`src/rtl/freq_ratio_meter.sv`:
```
// freq_ratio_meter: measures period/high time of sig_in in clk_in cycles, with lock and timeout.
// Optional input synchronizer enabled by defining FREQ_RATIO_METER_SYNC_EN.
module freq_ratio_meter #(
   parameter int CNT_W    = 8,
   parameter int LOCK_CNT = 3,
   parameter int TIMEOUT  = 255
) (
   input  logic             clk_in,
   input  logic             rst_n,
   input  logic             sig_in,
   output logic [CNT_W-1:0] period_out,
   output logic [CNT_W-1:0] high_out,
   output logic             meas_valid,
   output logic             locked,
   output logic             timeout
);
   typedef enum logic {WAIT, MEAS} state_t;
   localparam logic [CNT_W-1:0] CNT_MAX = '1;
   localparam logic [CNT_W-1:0] TO_V    = CNT_W'(TIMEOUT);
   localparam logic [3:0]       LC      = 4'(LOCK_CNT);

   state_t           state_q, state_d;
   logic             s, s_d_q, rise;
   logic [CNT_W-1:0] cnt_q, cnt_d, hcnt_q, hcnt_d, period_q, period_d, high_q, high_d;
   logic [3:0]       match_q, match_d;
   logic             valid_q, valid_d, locked_q, locked_d, timeout_q, timeout_d;

`ifdef FREQ_RATIO_METER_SYNC_EN
   logic [1:0] sync_q, sync_d;
   // two-flop synchronizer ahead of edge detection
   always_comb sync_d = {sync_q[0], sig_in};
   always_ff @(posedge clk_in or negedge rst_n)
      if (!rst_n) sync_q <= '0;
      else        sync_q <= sync_d;
   assign s = sync_q[1];
`else
   assign s = sig_in;
`endif

   assign rise = s & ~s_d_q;

   // next-state: measurement on each rise, counting between rises, timeout back to WAIT
   always_comb begin
      state_d   = state_q;
      cnt_d     = cnt_q;
      hcnt_d    = hcnt_q;
      period_d  = period_q;
      high_d    = high_q;
      match_d   = match_q;
      valid_d   = 1'b0;
      timeout_d = rise ? 1'b0 : timeout_q;
      if (rise) begin
         cnt_d   = CNT_W'(1);
         hcnt_d  = CNT_W'(1);
         state_d = MEAS;
         if (state_q == MEAS) begin
            period_d = cnt_q;
            high_d   = hcnt_q;
            valid_d  = 1'b1;
            // a zero match count marks the first measurement after WAIT
            match_d  = (match_q != 4'd0 && cnt_q == period_q) ?
                       ((match_q == LC) ? LC : match_q + 4'd1) : 4'd1;
         end
      end else if (state_q == MEAS) begin
         if (cnt_q == TO_V) begin
            timeout_d = 1'b1;
            match_d   = 4'd0;
            state_d   = WAIT;
         end else begin
            cnt_d  = (cnt_q == CNT_MAX) ? cnt_q : cnt_q + CNT_W'(1);
            hcnt_d = (s && hcnt_q != CNT_MAX) ? hcnt_q + CNT_W'(1) : hcnt_q;
         end
      end
      locked_d = (match_d == LC);
   end

   // state and result registers
   always_ff @(posedge clk_in or negedge rst_n) begin
      if (!rst_n) begin
         state_q   <= WAIT;
         s_d_q     <= 1'b0;
         cnt_q     <= '0;
         hcnt_q    <= '0;
         period_q  <= '0;
         high_q    <= '0;
         match_q   <= '0;
         valid_q   <= 1'b0;
         locked_q  <= 1'b0;
         timeout_q <= 1'b0;
      end else begin
         state_q   <= state_d;
         s_d_q     <= s;
         cnt_q     <= cnt_d;
         hcnt_q    <= hcnt_d;
         period_q  <= period_d;
         high_q    <= high_d;
         match_q   <= match_d;
         valid_q   <= valid_d;
         locked_q  <= locked_d;
         timeout_q <= timeout_d;
      end
   end

   assign period_out = period_q;
   assign high_out   = high_q;
   assign meas_valid = valid_q;
   assign locked     = locked_q;
   assign timeout    = timeout_q;
endmodule

```
`config.mk`:
```
export PLATFORM = sky130hd
export DESIGN_NAME = freq_ratio_meter
export DESIGN_NICKNAME = d
export VERILOG_FILES = /design/src/rtl/freq_ratio_meter.sv
export SDC_FILE = /design/constraint.sdc
export NUM_CORES = 1
export LEC_CHECK = 0
export CAP_MARGIN = 0
export CELL_PAD_IN_SITES_DETAIL_PLACEMENT = 0
export CELL_PAD_IN_SITES_GLOBAL_PLACEMENT = 2
export CORE_MARGIN = 2
export CORE_UTILIZATION = 44
export CTS_CLUSTER_DIAMETER = 150
export CTS_CLUSTER_SIZE = 10
export DETAILED_ROUTE_END_ITERATION = 10
export DONT_BUFFER_PORTS = 1
export PLACE_DENSITY_LB_ADDON = 0.1
export SYNTH_ARGS = -nofsm -noshare
export SYNTH_HDL_FRONTEND = slang
export SYNTH_SLANG_ARGS = --single-unit
```
`constraint.sdc`:
```
create_clock -name clk_in -period 4.8 [get_ports clk_in]
set_input_delay 0.48 -clock clk_in [delete_from_list [all_inputs] [get_ports clk_in]]
set_output_delay 0.48 -clock clk_in [all_outputs]
set_load 0.01 [all_outputs]
```
==> flow_metrics.tcl <==
set metrics [dict create \
    status "completed" \
    tritoncts "built" \
    power.internal_mw 0.585 \
    hold_class "primary input to async pin" \
    combPwrFrac 0.175 \
    cap_violations 0 \
    hold_viol 0 \
    seq_area_um2 1030 \
    p_sw_mw 0.251 \
    p_leak_nw 0.956 \
    fin_crit_ns 2.26 \
    hpwl_mm 2.30 \
    synth_top_area_share 0.543 \
    grt_pass1_wl_mm 5.80 \
    worst-r2r-cell-count 7 \
    synth_seq_cells 41 \
    wl_per_cell_um 14.8 \
    cts_hold_buf 1 \
    synth-adder-area-share 0.0265 \
    io_pins 22 \
    postCtsSetupBuffers 0 \
    crit_fanout 21 \
    rrSetupSlack_ns 2.54 \
    areaGrowthSynthToFinish_pct 7.74 \
    rsz0062_at_grt "no" \
    first_global_vias 1229 \
    multiInputGateArea_um2 820 \
    postSynthNetCount 177 \
    worstPathRequired_ns 4.98 \
    synth.distinct_cells 33 \
    grt_usage 0.153 \
    routed_wl_mm 3.29 \
    yosys.area_share.xor_xnor 0.0973 \
    grt-ovfl-total 0 \
    path_clk_slew_ns 0.07 \
    pwr-share-seq 0.567 \
    tightest_slew_ns 0.823 \
    row_count 23 \
    cts-root-buf "clkbuf_8" \
    numCtsBuffers 5 \
    synth_compound_area_frac 0.0695 \
    synth_flop_cell "dfrtp_1" \
    portBuffers 0 \
    coreArea_um2 4060 \
    async_flop_share 1.00 \
    synth_edf_count 0 \
    vias 1195 \
    clock_latency_ns 0.28 \
    cts.repair.resized 0 \
    synth_top_family_by_area "simple AND/OR/NAND/NOR gates" \
    drv_slew 0 \
    pre_cts_slack_ns 2.40 \
    layout.nets 179 \
    viasPerCell 5.38 \
    dr.pass1.iters 4 \
    h-tree-depth 2 \
    post_dp_cell_area_um2 1930 \
    design_area_um2 2040 \
    grt_max_degree 42 \
    antenna_cells 0 \
    fp.dieH_um 69.6 \
    setup_slack_ns 2.54 \
    slew_headroom 0.450 \
    peakVddDrop_v 0.000206 \
    min_period_over_period 0.471 \
    initial_utilization 0.466 \
    reg2reg_from "s_d_q" \
    seq_area_frac_synth 0.543 \
    initialDrtViolationCount 74 \
    fin_tns_setup_ns 0 \
    p_sw_frac 0.300 \
    finalSetupViolations 0 \
    fillers 365 \
    p_clk_frac 0.259 \
    cts_buffer_depth 2 \
    yosys_warnings 0 \
    p_per_area_nw_per_um2 411 \
    antenna_found_initial 0 \
    drc 0 \
    fp.dieArea_um2 4840 \
    critical_path_class "register to register" \
    synth_area_um2 1890 \
    fmax_mhz 443 \
    skew_ns 0.00446 \
    critPathCaptureType "register" \
    yosys.area_share.simple 0.151 \
    cts_sinks 41 \
    synthesis.instances 170 \
    die_w_um 69.6 \
    syn-mean-instance-area_um2 11.1 \
    synth_top_area_cell "dfrtp_1" \
    synth_area_leaders "dfrtp_1 (54%), mux2_2 (8.9%), xor2_1 (6.9%)" \
    startpoint_type "register" \
    total_power_mw 0.837 \
    drtAntennaViolNets 0 \
    synthMuxAreaShare 0.0893 \
    drive_gt1_frac 0.140 \
    gp_congestion 0.783 \
    critPathArrivalTime_ns 2.43 \
    reg2reg_to "locked" \
]
-- worst max path at each step --
stage	startpoint	endpoint	slack, ns	depth (start not counted)
finish	s_d_q	locked	2.54	7
global placement	sig_in	locked	2.47	7
CTS	s_d_q	locked	2.52	7
detailed placement	sig_in	locked	2.40	7
floorplan	cnt_q[2]	locked	3.00	7
global route	s_d_q	locked	2.33	7
-- cell usage after synthesis (2+ instances only) --
master,n
nand4_1,6
buf_2,3
nand3_1,6
nand2b_1,2
xnor2_1,6
xor2_1,15
inv_1,4
nor2b_1,2
nand2_1,14
o21ai_0,4
a21o_1,3
mux2_2,15
a21oi_1,4
nor2_1,18
clkbuf_1,3
nor3_1,2
ha_1,4
dfrtp_1,41
or3_1,2
a211oi_1,3
-- registers in the layout, summed over array words and instances, names as in the netlist --
register and count:
cnt_q 8, hcnt_q 8, high_out 8, period_out 8, match_q 4, locked 1
meas_valid 1, s_d_q 1, state_q 1, timeout 1
-- placed cells by master (no fill, tap or decap), drive strengths merged --
cell type | netlist | final
xnor2 | 6 | 6
o2111ai | 1 | 1
o21a | 1 | 1
mux2 | 15 | 15
nand2b | 2 | 2
ha | 4 | 4
and3 | 1 | 1
nand4 | 6 | 6
or3 | 2 | 2
dfrtp | 41 | 41
buf | 4 | 2
o31ai | 1 | 1
o211ai | 1 | 1
a211oi | 3 | 3
nor4 | 2 | 2
nor2 | 18 | 18
nor3b | 1 | 1
o21ai | 5 | 5
nand2 | 14 | 14
nor4bb | 1 | 1
a21oi | 4 | 4
nand3 | 6 | 6
nor3 | 2 | 2
xor2 | 15 | 15
inv | 4 | 4
a21o | 3 | 3
clkbuf | 3 | 7
nand3b | 1 | 1
nor2b | 2 | 2
o32a | 1 | 1
-- worst max-delay path: stages (launching register included) --
cell and delay, ns:
dfrtp_1 0.39, nor2b_1 0.11, buf_4 0.25, nand2_1 0.53, or3_1 0.54, a21oi_1 0.15, a21o_1 0.12, nor4bb_1 0.05
-- metal layers --
layer / share of wire / up-vias / track usage / wire, um
li1: - / 590 / - / -
met3: 0.055 / 2 / 0.0552 / 181
met4: 0.0073 / 0 / 0.0566 / 24
met2: 0.46 / 23 / 0.238 / 1510
met5: 0 / - / 0 / 0
met1: 0.48 / 580 / 0.196 / 1570
-- cells by family after synthesis --
family,count (synthesis)
AO/OA/AOI/OAI,20
buffers and inverters,11
adder cells (fa/ha/maj),4
multiplexers,15
XOR/XNOR,21
flip-flops,41
AND/OR/NAND/NOR,58
-- through the flow --
step                std cells   util  hold WS (ns)
global route              222  0.502        0.0304
floorplan                 170      -         0.184
detailed placement        214  0.476         0.185
CTS                       222  0.502        0.0329
global placement          214  0.476         0.185
finish                    222  0.502        0.0346
-- power groups by stage --
stage	combinational [mW]	clock [mW]	sequential [mW]
6_report	0.146	0.216	0.474
5_1_grt	0.167	0.244	0.483
4_1_cts	0.149	0.227	0.475
3_5_place_dp	0.140	0	0.482
3_3_place_gp	0.138	0	0.480
2_1_floorplan	0.133	0	0.454
-- layout make-up --
type / count / area share
timing repair buffer: 2 / 0.0135
tap: 50 / 0.0307
sequential: 41 / 0.504
multi-input combinational: 118 / 0.402
inverter: 4 / 0.00737
clock buffer: 7 / 0.0424
No activity file was read; power rests on OpenSTA's default activity.
